==> src/rtl/d16_pkg.sv <==
// d16 decode shared definitions: instruction field layout, NOP opcode,
// and instruction-class predicates.
package d16_pkg;

    localparam int XLEN    = 16;
    localparam int REG_W   = 3;
    localparam int NREGS   = 8;
    localparam int OPC_W   = 5;
    localparam int IMM_W   = 8;
    localparam int OPC_LSB = 11;
    localparam int RD_LSB  = 8;
    localparam int RA_LSB  = 5;
    localparam int RB_LSB  = 2;

    localparam logic [7:0] NOP_OP = 8'h00;

    typedef struct packed {
        logic [OPC_W-1:0] opc;
        logic [REG_W-1:0] rd;
        logic [REG_W-1:0] ra;
        logic [REG_W-1:0] rb;
        logic [IMM_W-1:0] imm8;
    } d16_fields_t;

    function automatic d16_fields_t fields(logic [XLEN-1:0] w);
        d16_fields_t f;
        f.opc  = w[OPC_LSB +: OPC_W];
        f.rd   = w[RD_LSB +: REG_W];
        f.ra   = w[RA_LSB +: REG_W];
        f.rb   = w[RB_LSB +: REG_W];
        f.imm8 = w[0 +: IMM_W];
        return f;
    endfunction

    function automatic logic is_itype(logic [OPC_W-1:0] opc);
        return opc[OPC_W-1];
    endfunction

    // opcode 0 and the 01xxx group (stores/branches) produce no result
    function automatic logic writes_rd(logic [OPC_W-1:0] opc);
        return !(opc == '0 || opc[4:3] == 2'b01);
    endfunction

endpackage

==> src/rtl/d16_regfile.sv <==
// 8x16 register file: one write port, two async read ports.
// D16_DECODE_BYPASS_EN forwards same-cycle writeback data to the reads.
module d16_regfile
    import d16_pkg::*;
#(
    parameter int R0_ZERO = 1
) (
    input  logic             sys_clk,
    input  logic             sys_rst_n,
    input  logic             wb_en,
    input  logic [REG_W-1:0] wb_addr,
    input  logic [XLEN-1:0]  wb_data,
    input  logic [REG_W-1:0] rd_addr0,
    input  logic [REG_W-1:0] rd_addr1,
    output logic [XLEN-1:0]  rd_data0,
    output logic [XLEN-1:0]  rd_data1
);

    logic [XLEN-1:0] mem [NREGS];
    logic            wr_ok;

    assign wr_ok = wb_en && !(R0_ZERO != 0 && wb_addr == '0);

    always_ff @(posedge sys_clk or negedge sys_rst_n) begin
        if (!sys_rst_n) begin
            for (int i = 0; i < NREGS; i++) begin
                mem[i] <= '0;
            end
        end else if (wr_ok) begin
            mem[wb_addr] <= wb_data;
        end
    end

    function automatic logic [XLEN-1:0] rd_port(
        logic [REG_W-1:0] addr
    );
        if (R0_ZERO != 0 && addr == '0) begin
            return '0;
        end
`ifdef D16_DECODE_BYPASS_EN
        if (wb_en && wb_addr == addr) begin
            return wb_data;
        end
`endif
        return mem[addr];
    endfunction

    always_comb begin
        rd_data0 = rd_port(rd_addr0);
        rd_data1 = rd_port(rd_addr1);
    end

endmodule

==> src/rtl/d16_decode.sv <==
// d16 decode/issue stage: IR, register file, scoreboard, hazard bubbles.
// Optional same-cycle writeback forwarding: D16_DECODE_BYPASS_EN.
module d16_decode
    import d16_pkg::*;
#(
    parameter logic [7:0] NOP_OP  = d16_pkg::NOP_OP,
    parameter int         R0_ZERO = 1
) (
    input  logic             sys_clk,
    input  logic             sys_rst_n,
    input  logic [XLEN-1:0]  in_instr,
    input  logic             in_valid,
    output logic             in_ready,
    input  logic             flush,
    input  logic             ex_stall,
    input  logic             wb_en,
    input  logic [REG_W-1:0] wb_addr,
    input  logic [XLEN-1:0]  wb_data,
    output logic [7:0]       op,
    output logic [XLEN-1:0]  a,
    output logic [XLEN-1:0]  b,
    output logic [XLEN-1:0]  c,
    output logic             en
);

    logic             ir_valid;
    logic [XLEN-1:0]  ir;
    logic [NREGS-1:0] sb;
    logic [NREGS-1:0] sb_n;
    d16_fields_t      f;
    logic             itype;
    logic             wr_rd;
    logic             busy0;
    logic             busy1;
    logic             hazard;
    logic             issue;
    logic [REG_W-1:0] src0;
    logic [XLEN-1:0]  rdata0;
    logic [XLEN-1:0]  rdata1;

    assign f     = fields(ir);
    assign itype = is_itype(f.opc);
    assign wr_rd = writes_rd(f.opc)
                && !(R0_ZERO != 0 && f.rd == '0);
    assign src0  = itype ? f.rd : f.ra;

`ifdef D16_DECODE_BYPASS_EN
    logic fwd0;
    logic fwd1;
    assign fwd0  = wb_en && wb_addr == src0;
    assign fwd1  = wb_en && wb_addr == f.rb;
    assign busy0 = sb[src0] && !fwd0;
    assign busy1 = !itype && sb[f.rb] && !fwd1;
`else
    assign busy0 = sb[src0];
    assign busy1 = !itype && sb[f.rb];
`endif

    assign hazard   = ir_valid && (busy0 || busy1);
    assign issue    = ir_valid && !hazard
                   && !ex_stall && !flush;
    assign en       = !ex_stall;
    assign in_ready = !ir_valid || issue || flush;

    d16_regfile #(
        .R0_ZERO (R0_ZERO)
    ) u_rf (
        .sys_clk   (sys_clk),
        .sys_rst_n (sys_rst_n),
        .wb_en     (wb_en),
        .wb_addr   (wb_addr),
        .wb_data   (wb_data),
        .rd_addr0  (src0),
        .rd_addr1  (f.rb),
        .rd_data0  (rdata0),
        .rd_data1  (rdata1)
    );

    always_comb begin
        op = NOP_OP;
        a  = '0;
        b  = '0;
        c  = '0;
        if (issue) begin
            op = {3'b000, f.opc};
            a  = rdata0;
            b  = itype ? {{8{f.imm8[7]}}, f.imm8} : rdata1;
            c  = {13'd0, f.rd};
        end
    end

    // clear first so a same-cycle new producer keeps the bit set
    always_comb begin
        sb_n = sb;
        if (wb_en) begin
            sb_n[wb_addr] = 1'b0;
        end
        if (issue && wr_rd) begin
            sb_n[f.rd] = 1'b1;
        end
    end

    always_ff @(posedge sys_clk or negedge sys_rst_n) begin
        if (!sys_rst_n) begin
            ir_valid <= 1'b0;
            ir       <= '0;
            sb       <= '0;
        end else begin
            sb <= sb_n;
            if (in_valid && in_ready) begin
                ir       <= in_instr;
                ir_valid <= 1'b1;
            end else if (issue || flush) begin
                ir_valid <= 1'b0;
            end
        end
    end

endmodule

==> config.mk <==
export PLATFORM = sky130hd
export DESIGN_NAME = d16_decode
export DESIGN_NICKNAME = d
export VERILOG_FILES = /design/src/rtl/d16_pkg.sv /design/src/rtl/d16_regfile.sv /design/src/rtl/d16_decode.sv
export SDC_FILE = /design/constraint.sdc
export NUM_CORES = 1
export LEC_CHECK = 0
export CAP_MARGIN = 20
export CORE_MARGIN = 5
export CORE_UTILIZATION = 30
export DETAILED_ROUTE_END_ITERATION = 6
export DONT_BUFFER_PORTS = 1
export HOLD_SLACK_MARGIN = 0.08
export SLEW_MARGIN = 10
export SYNTH_ARGS = -nofsm -noshare
export SYNTH_HDL_FRONTEND = slang
export SYNTH_HIERARCHICAL = 1
export SYNTH_SLANG_ARGS = --single-unit
==> constraint.sdc <==
create_clock -name sys_clk -period 5 [get_ports sys_clk]
set_input_delay 1 -clock sys_clk [delete_from_list [all_inputs] [get_ports sys_clk]]
set_output_delay 1 -clock sys_clk [all_outputs]
set_load 0.05 [all_outputs]
### After elaboration in Yosys (flattened, before gate mapping)

Index checks and enable logic that the tools add are counted.

* bits in registers: 153
* latch bits: 0
* bits in writable memories: 0
* bits in read-only memories: 0
* bits of input ports: 41
* output and inout bits: 58
* word-level logic and storage cells: 92
* memories: 0

* add/subtract/negate cells: 0
* multiply operators: 0
* divide/modulo/power cells: 0
* order comparisons: 10
* equal/unequal tests: 1
* shift operators: 0
* mux-type cells: 33
* bitwise logic cells: 6
* reduce and logical (&&, ||, !) cells: 31

Operators by type and width (count)
* 16-bit two-way mux: 12
* 128-bit bitwise mux: 1
* 16-bit binary-select mux with 3-bit select: 2
* 16-bit demux with 3-bit select: 1
* 3-bit by 4-bit < comparator with 1-bit output (second input constant): 4
* 8-bit two-way mux: 2
* 4-bit >= comparator (second input constant): 3
* 1-bit logical AND: 12
* 3-bit zero test: 4
* 3-bit inverter with 4-bit output: 3
* 8-bit AND: 1
* 1-bit zero test: 8
* 1-bit two-way mux: 8
* 8-bit inverter: 1
* 8-bit OR: 1
* 1-bit binary-select mux with 3-bit select: 2
* 1-bit demux with 3-bit select: 2
* 3-bit by 1-bit >= comparator with 1-bit output (second input constant): 2
* 3-bit two-way mux: 2
* 5-bit zero test: 1
* 1-bit logical OR: 5
* 5-bit two-way mux: 1
* 4-bit by 1-bit < comparator with 1-bit output (second input constant): 1
* 2-bit by 1-bit == test with 1-bit output (second input constant): 1
* 2-bit nonzero test: 1

### Depth between registers and ports, before layout

Gate-level depths: netlist (run 1).

* depth in word-level cells: 13
* depth in mapped cells: 9
* mapped depth without buffers: 5

### Cells and area by module

The synthesis (run 1) kept the hierarchy.

By module, submodules not included
* d16_regfile: times used 1, cells each 459, area each 6249.7 um2, seq. area each 2802.7 um2
* d16_decode: times used 1, cells each 176, area each 1790.5 um2, seq. area each 625.6 um2

### Least setup slack after synthesis (run 1)

OpenSTA, ideal clock, no wires.

* kind: register to output
* start point: reg ir[3]
* end point: out b[13]
* arrival: 2.607 ns
* data required time: 4.000 ns
* slack: 1.393 ns
* stages on the path, launching flop included: 7
* path buffers: 1
* cells stage by stage: dfrtp_1 > mux4_2 > a22o_1 > nor3_2 > nand2_4 > clkbuf_1 > a21oi_1

* cells in the longest elaborated chain, start to end: 10
* elaborated cells between the ends (all ways): 18
* classes of those cells: mux (9); bitwise (1); reduce/logical (8)

RTL lines
* start, declared: RTL line d16_decode.sv:27 `logic [XLEN-1:0] ir;`
* start signal, assigned: RTL line d16_decode.sv:111 `ir <= in_instr;`
* 1-bit binary-select mux with 3-bit select: RTL line d16_decode.sv:56 `assign busy1 = !itype && sb[f.rb];`
* 1-bit two-way mux (not written as such): RTL line d16_decode.sv:56
* 1-bit logical AND: RTL line d16_decode.sv:56
* 1-bit logical OR: RTL line d16_decode.sv:59 `assign hazard = ir_valid && (busy0 || busy1);`
* 1-bit logical AND: RTL line d16_decode.sv:59
* 1-bit zero test: RTL line d16_decode.sv:60 `assign issue = ir_valid && !hazard`
* 1-bit logical AND: RTL line d16_decode.sv:60
* 1-bit logical AND (2 in a row): RTL line d16_decode.sv:61 `&& !ex_stall && !flush;`
* 16-bit two-way mux (*): RTL line d16_decode.sv:84 `if (issue) begin`
* end, declared: RTL line d16_decode.sv:21 `output logic [XLEN-1:0] b,`

Every way passes the cells marked *; elsewhere a longest branch is shown, timed or not. The select of a mux whose other input is x is not followed.

### Final worst setup path (run 1)

* start point: reg ir[15]
* end point: out c[2]

* cells in the longest elaborated chain, start to end: 10
* elaborated cells between the ends (all ways): 12
* classes of those cells: mux (4); reduce/logical (8)

RTL lines
* 3-bit two-way mux: RTL line d16_decode.sv:45 `assign src0 = itype ? f.rd : f.ra;`
* named net src0[1]: RTL line d16_decode.sv:37 `logic [REG_W-1:0] src0;`
* 1-bit binary-select mux with 3-bit select: RTL line d16_decode.sv:55 `assign busy0 = sb[src0];`
* 1-bit two-way mux (not written as such): RTL line d16_decode.sv:55
* 1-bit logical OR: RTL line d16_decode.sv:59
* 1-bit logical AND: RTL line d16_decode.sv:59
* 1-bit zero test: RTL line d16_decode.sv:60
* 1-bit logical AND: RTL line d16_decode.sv:60
* 1-bit logical AND (2 in a row): RTL line d16_decode.sv:61
* 3-bit two-way mux: RTL line d16_decode.sv:84
* end, declared: RTL line d16_decode.sv:22 `output logic [XLEN-1:0] c,`

The timed path passes the listed nets, and every way through them passes these cells. The select of a mux whose other input is x is not followed.

==> results of run 1 <==
-- registers in the layout (all words and copies together) (netlist names) --
signal and count:
ir_valid 1, u_rf/mem 112, ir 16, sb 8
-- where the power goes --
group | switching (W) | total (W) | internal, W | leakage, nW
Sequential | 0.000231 | 0.00160 | 0.00137 | 1.65
Combinational | 0.00100 | 0.00183 | 0.000828 | 2.03
Clock | 0.000529 | 0.00138 | 0.000848 | 0.314
Total | 0.00176 | 0.00480 | 0.00304 | 3.99
-- synth_stat cells (2+ instances only) --
library cell                 n  area (um2)
sky130_fd_sc_hd__mux2_2    161        1813
sky130_fd_sc_hd__o21ai_0     6       30.03
sky130_fd_sc_hd__inv_1       5       18.77
sky130_fd_sc_hd__nor2b_1     4       25.02
sky130_fd_sc_hd__dfrtp_1   137        3428
sky130_fd_sc_hd__mux4_2      4       90.09
sky130_fd_sc_hd__and4bb_1    2       25.02
sky130_fd_sc_hd__o31ai_1     5       37.54
sky130_fd_sc_hd__mux2_1      3       33.78
sky130_fd_sc_hd__and3_1     23       143.9
sky130_fd_sc_hd__mux2_4     30       450.4
sky130_fd_sc_hd__buf_2      14       70.07
sky130_fd_sc_hd__mux2i_1    39       390.4
sky130_fd_sc_hd__a21oi_1    10       50.05
sky130_fd_sc_hd__nand4b_4    3       71.32
sky130_fd_sc_hd__nor2_1     25       93.84
sky130_fd_sc_hd__buf_4      25       187.7
sky130_fd_sc_hd__buf_6      12       135.1
sky130_fd_sc_hd__clkbuf_1   14       52.55
sky130_fd_sc_hd__nand2b_1   16       100.1
sky130_fd_sc_hd__a221oi_1   47       411.6
sky130_fd_sc_hd__nand2_1     9       33.78
sky130_fd_sc_hd__o22ai_1    17       106.4
sky130_fd_sc_hd__o41ai_1     3       26.28
sky130_fd_sc_hd__buf_12      2       40.04
-- stage by stage --
stage	std cells	hold slack, ps
2_1_floorplan	650	472.7
3_3_place_gp	974	504.1
3_5_place_dp	974	511.5
4_1_cts	1006	254.6
5_1_grt	1007	246.9
6_report	1008	283.5
-- metal layers --
layer | global-route usage, % | routed length [um] | share of wire [%] | vias up
li1 | - | - | - | 2408
met1 | 20.73 | 10450 | 46 | 2806
met2 | 23.42 | 10780 | 47 | 172
met3 | 4.057 | 1249 | 5.5 | 22
met4 | 3.365 | 262 | 1.2 | 0
met5 | 0 | 0 | 0 | -
-- kinds of logic (layout without fill, tap and decap cells) --
kind of cell | count (synthesis) | count (layout) | synth area share [%]
AO/OA/AOI/OAI | 94 | 94 | 8.948
multiplexers | 238 | 238 | 34.83
flip-flops | 137 | 137 | 42.64
buffers and inverters | 73 | 89 | 6.318
AND/OR/NAND/NOR | 92 | 92 | 7.221
other | 1 | 17 | 0.04664
-- worst max-delay path by stage --
stage                     endpoint  slack (ps)  depth (start not counted)
after floorplan              b[13]        1390                          6
after CTS                    b[14]         540                          6
after detailed placement      c[2]        1020                          7
final                         c[2]         530                          7
after global routing         b[14]         360                          6
after global placement       b[14]        1030                          6
-- placed cells by master, fill, tap and decap left out, drive strengths merged --
master and count:
o41ai 3, bufinv 4, o21ai 6, mux2i 40, buf 52, nand4b 3, nor2 25, nand3 1
conb 16, and2 1, nor3 3, nor2b 4, dfrtp 137, nand2 11, o21bai 1, mux4 4
and2b 1, a21o 1, o31a 1, clkbuf 17, nand2b 16, o31ai 5, mux2 194, a21oi 10
nand4 1, clkinv 5, o22ai 17, nor3b 1, a31oi 1, inv 10, a22o 1, diode 1
a221oi 47, a21boi 1, and3 23, clkinvlp 1, and4bb 2
-- final cells by class --
| type | count | area (um2) |
|---|---|---|
| timing repair buffer | 52 | 410.4 |
| sequential | 137 | 3430 |
| antenna | 1 | 2.502 |
| tap | 341 | 426.7 |
| multi-input combinational | 440 | 4167 |
| clock inverter | 15 | 215.2 |
| clock buffer | 17 | 425.4 |
| inverter | 5 | 18.77 |
| fill | 2608 | 17560 |
-- critical path: stages (launching register included) --
cell and delay [ps]:
sky130_fd_sc_hd__dfrtp_1 670, sky130_fd_sc_hd__mux2_2 650, sky130_fd_sc_hd__mux4_2 430, sky130_fd_sc_hd__mux2i_4 370, sky130_fd_sc_hd__buf_4 370, sky130_fd_sc_hd__nand3_1 220
sky130_fd_sc_hd__inv_1 160, sky130_fd_sc_hd__buf_12 140
==> results.rst, run 1 <==
.. list-table::
   :header-rows: 1

   * - Metric
     - Value
   * - Run status
     - finished clean
   * - Clock tree from TritonCTS
     - yes
   * - Number of failing setup endpoints in the final timing report
     - 0
   * - Area of the core
     - 0.02665 mm2
   * - Share of synthesized flip-flops with an asynchronous set or reset
     - 100.0%
   * - Netlist Area Pre-Place
     - 0.008040 mm2
   * - Post-route design area
     - 0.009095 mm2
   * - Worst IR drop on VDD
     - 0.2293 mV
   * - Maximum number of buffers from clock root to sink
     - 2
   * - DR DRC count
     - 0
   * - Maximum number of pins on one net before global-route repair
     - 138
   * - Type of destination of the critical path
     - output pin
   * - Standard cell area after detailed placement
     - 0.008437 mm2
   * - H-Tree Depth
     - 4
   * - Clk pin slew, worst setup/hold paths
     - 60 ps
   * - Slew Limit Fails
     - 0
   * - Worst Path Arrival
     - 3470 ps
   * - Register area share after synthesis
     - 42.64%
   * - Post-cts resize count
     - 0
   * - Max-cap violations
     - 0
   * - Worst Max-Slew Pin Slew
     - 1132 ps
   * - Clock buffer count from CTS
     - 17
   * - Vias/cell
     - 5.365
   * - First-pass DRT Iterations
     - 4
   * - Biggest fanout along the worst timing path
     - 22
   * - Nets
     - 694
   * - Width of the chip
     - 173.7 um
   * - HPWL after DPL
     - 14.32 mm
   * - Starting utilization of the core area
     - 30.17%
   * - Clock insertion delay at the later pin of the skew report
     - 430 ps
   * - Final period util
     - 89.35%
   * - Capturing point of the worst reg2reg path
     - ir[2]
   * - Final hold vios
     - 0
   * - Detailed router's first-iteration violation count
     - 297
   * - Post-Syn Area per Cell
     - 12.66 um2
   * - Number of synthesis warnings
     - 6
   * - Ports
     - 99
   * - Main flop type after synthesis
     - sky130_fd_sc_hd__dfrtp_1
   * - Final Total Pwr
     - 0.004804 W
   * - Last weighted congestion value of the routability-driven placer
     - 0.7836
   * - Max frequency
     - 223.9 MHz
   * - Post-CTS Setup Inserts
     - 0
   * - Post-CTS Hold Buffers
     - 0
   * - Layout cells sized above 1
     - 43.54%
   * - Setup slack after placement
     - 1017 ps
   * - Type of origin of the critical path
     - register
   * - Routed wire length
     - 22.74 mm
   * - Hold Crit Class
     - in2async
   * - Power per cell area
     - 528.2 mW/mm2
   * - Wire length of the first global-routing pass
     - 34.81 mm
   * - Unrepaired setup endpoints after global routing
     - no
   * - Vertical extent of the die
     - 173.7 um
   * - Die outline area
     - 0.03018 mm2
   * - Worst setup startpoint
     - ir[15]
   * - Antenna violations before repair
     - 0
   * - Layout-stage area growth over the synthesis result
     - 13.12%
   * - Remaining global-route overflow
     - 0
   * - Cell at the root of the clock tree
     - sky130_fd_sc_hd__clkbuf_16
   * - Post-synth EDFFs
     - 0
   * - Overall Global Routing Usage
     - 14.93%
   * - Number of instances in the synthesized netlist
     - 635
   * - Reg2reg path depth
     - 6
   * - Required time of the critical path
     - 4000 ps
   * - Leakage power of the design
     - 3.989 nW
   * - Final Util
     - 34.13%
   * - Final WS setup
     - 532.7 ps
   * - Final worst clock skew
     - 8.312 ps
   * - Number of distinct standard cells referenced by the synthesized netlist
     - 44
   * - Total clock sinks
     - 137
   * - Crit Reg-Reg Startpoint
     - ir[15]
   * - Critical setup path kind
     - reg2out
   * - Reg-to-reg slack, setup
     - 1730 ps
   * - Sum Neg Setup Slack
     - 0 ps
   * - Buffers on Ports
     - 0
   * - Vias in the first global route
     - 5582
   * - Worst slew margin
     - 24.26%
   * - Register bit total from synthesis
     - 137
   * - Shortest clock period the worst path allows after layout
     - 4467 ps
   * - Number of routed nets with antenna violations
     - 0
   * - Total via count after detailed routing
     - 5408
   * - Routed len/inst
     - 22.56 um
   * - Total number of placement rows
     - 60
Power figures use the tool's default switching activity.
==> run 2: changes to the inputs <==
==> constraint.sdc (replaced) <==
create_clock -name sys_clk -period 5.7 [get_ports sys_clk]
set_input_delay 0.57 -clock sys_clk [delete_from_list [all_inputs] [get_ports sys_clk]]
set_output_delay 0.57 -clock sys_clk [all_outputs]
set_load 0.05 [all_outputs]
==> results.rst, run 2 (same netlist as run 1, synthesis figures left out) <==
.. list-table::
   :header-rows: 1

   * - Metric
     - Value
   * - Commonest non-fill, non-tap cell in the layout
     - sky130_fd_sc_hd__mux2_2
   * - Vias/cell
     - 5.409
   * - Vias in the first global route
     - 5449
   * - Overall Global Routing Usage
     - 14.71%
   * - Width of the chip
     - 173.7 um
   * - Detailed router's first-iteration violation count
     - 308
   * - Filler Cells Inserted
     - 2613
   * - Area of combinational cells with multiple inputs
     - 0.004167 mm2
   * - Highest-count cells in the layout ignoring fill and taps
     - 161 x sky130_fd_sc_hd__mux2_2, 136 x sky130_fd_sc_hd__dfrtp_1, 47 x sky130_fd_sc_hd__a221oi_1
   * - Met1 demand-to-capacity share in global routing
     - 19.80%
   * - Total via count after detailed routing
     - 5322
   * - Starting utilization of the core area
     - 30.17%
   * - Slew Limit Fails
     - 0
   * - Sum Neg Setup Slack
     - 0 ps
   * - Maximum number of pins on one net before global-route repair
     - 138
   * - Worst Max-Slew Pin Slew
     - 929.1 ps
   * - Worst slew margin
     - 38.06%
   * - Hold Crit Class
     - in2async
   * - First-pass DRT Iterations
     - 4
   * - Buffers on Ports
     - 0
   * - Worst setup startpoint
     - ir[15]
   * - Nets
     - 671
   * - Layout cells sized above 1
     - 41.21%
   * - Area of the core
     - 0.02665 mm2
   * - Die outline area
     - 0.03018 mm2
   * - Setup slack after placement
     - 1913 ps
   * - Layout-stage area growth over the synthesis result
     - 11.08%
   * - Clock insertion delay at the later pin of the skew report
     - 430 ps
   * - Antenna fix cells
     - 0
   * - Layer with the highest usage
     - met2
   * - Reg-to-reg slack, setup
     - 2300 ps
   * - Area occupied by registers
     - 0.003430 mm2
   * - Required time of the critical path
     - 5130 ps
   * - Number of routed nets with antenna violations
     - 0
   * - Final WS setup
     - 1447 ps
   * - Final hold vios
     - 0
   * - Antenna violations before repair
     - 0
   * - Routed len/inst
     - 22.54 um
   * - Total clock sinks
     - 137
   * - Type of origin of the critical path
     - register
   * - Capture point of the worst path
     - a[5]
   * - DR DRC count
     - 0
   * - Capturing point of the worst reg2reg path
     - ir[3]
   * - Final worst clock skew
     - 5.737 ps
   * - Largest reg by FF count
     - u_rf/mem
   * - Cell at the root of the clock tree
     - sky130_fd_sc_hd__clkbuf_16
   * - Registers with the highest flip-flop counts
     - u_rf/mem: 112 flops, ir: 16 flops, sb: 8 flops
   * - Biggest fanout along the worst timing path
     - 22
   * - Remaining global-route overflow
     - 0
   * - Leakage power of the design
     - 3.872 nW
   * - H-Tree Depth
     - 4
   * - Ports
     - 99
   * - Clk pin slew, worst setup/hold paths
     - 60 ps
   * - Run status
     - finished clean
   * - Worst IR drop on VDD
     - 0.2416 mV
   * - Max frequency
     - 235.1 MHz
   * - Flip-flop count of the largest register after layout
     - 112
   * - Number of failing setup endpoints in the final timing report
     - 0
   * - Reg2reg path depth
     - 7
   * - Max-cap violations
     - 0
   * - Critical setup path kind
     - reg2out
   * - Clock buffer count from CTS
     - 17
   * - Last weighted congestion value of the routability-driven placer
     - 0.8166
   * - Total number of placement rows
     - 60
   * - Power per cell area
     - 464.5 mW/mm2
   * - Wire length of the first global-routing pass
     - 34.53 mm
   * - Maximum number of buffers from clock root to sink
     - 2
   * - Routed wire length
     - 22.18 mm
   * - Clock tree from TritonCTS
     - yes
   * - Type of destination of the critical path
     - output pin
   * - HPWL after DPL
     - 13.87 mm
   * - Unrepaired setup endpoints after global routing
     - no
   * - Worst Path Arrival
     - 3680 ps
   * - Shortest clock period the worst path allows after layout
     - 4253 ps
   * - Final period util
     - 74.61%
   * - Routing usage on met2
     - 22.80%
   * - Met3 track demand over resource in global routing
     - 5.125%
   * - Vertical extent of the die
     - 173.7 um
   * - Crit Reg-Reg Startpoint
     - ir[15]
-- run 2: changes by cell type in the layout (fill, tap and decap cells not counted), moves of 2 or more --
cell,delta
sky130_fd_sc_hd__buf_4,-24
sky130_fd_sc_hd__clkbuf_8,+7
sky130_fd_sc_hd__clkinv_4,-3
sky130_fd_sc_hd__inv_8,-3
sky130_fd_sc_hd__clkbuf_1,+2
sky130_fd_sc_hd__inv_6,-2
-- run 2: timing repair --
item                      4_1_cts  5_1_grt
setup buffers                   0        0
resized for setup               0        0
hold endpoints to repair      137        0
hold buffers                    1        0
-- run 2: how the worst min path moves through the flow --
| stage | start | end | cells past startpoint |
|---|---|---|---|
| 6_report | sys_rst_n | u_rf/mem[45] | 1 |
| 5_1_grt | sys_rst_n | u_rf/mem[45] | 1 |
| 4_1_cts | sys_rst_n | u_rf/mem[45] | 1 |
| 3_5_place_dp | sys_rst_n | u_rf/mem[45] | 0 |
| 3_3_place_gp | sys_rst_n | u_rf/mem[61] | 0 |
| 2_1_floorplan | sys_rst_n | ir[0] | 0 |
-- run 2: per-stage QoR --
stage	std cells	area [um2]	utilization (%)	hold WS, ps	total power [W]
final	984	8931	33.51	106.7	0.004148
after global routing	984	8931	33.51	189.0	0.004357
after CTS	983	8916	33.46	172.0	0.004167
after detailed placement	950	8252	30.96	287.3	0.002946
after global placement	949	8237	30.91	287.9	0.002934
after floorplan	650	8097	-	274.4	0.002624
-- run 2: per-layer routing --
| layer | vias to the layer above | wire, um |
|---|---|---|
| met5 | - | 0 |
| met4 | 0 | 289 |
| met3 | 25 | 1442 |
| met2 | 170 | 10330 |
| met1 | 2765 | 10120 |
| li1 | 2362 | - |
-- run 2: layout make-up --
type	count	share of cell area [%]
Clock inverter	6	1.205
Sequential cell	137	38.40
Timing Repair Buffer	29	2.830
Clock buffer	26	5.926
Multi-Input combinational cell	440	46.65
Inverter	5	0.2101
Tap cell	341	4.777
-- run 2: critical path, cell delays in order, from the launching register on --
cell,delay [ps]
sky130_fd_sc_hd__dfrtp_1,510
sky130_fd_sc_hd__buf_4,350
sky130_fd_sc_hd__mux2_2,610
sky130_fd_sc_hd__nand2b_1,800
sky130_fd_sc_hd__o22ai_1,240
sky130_fd_sc_hd__a21oi_1,220
sky130_fd_sc_hd__and3_1,510
-- run 2: power breakdown --
group          switching (W)  total (W)  internal [W]  leakage (nW)
Combinational       0.000872    0.00157      0.000693          1.91
Sequential          0.000198    0.00140       0.00120          1.65
Clock               0.000416    0.00119      0.000769         0.313
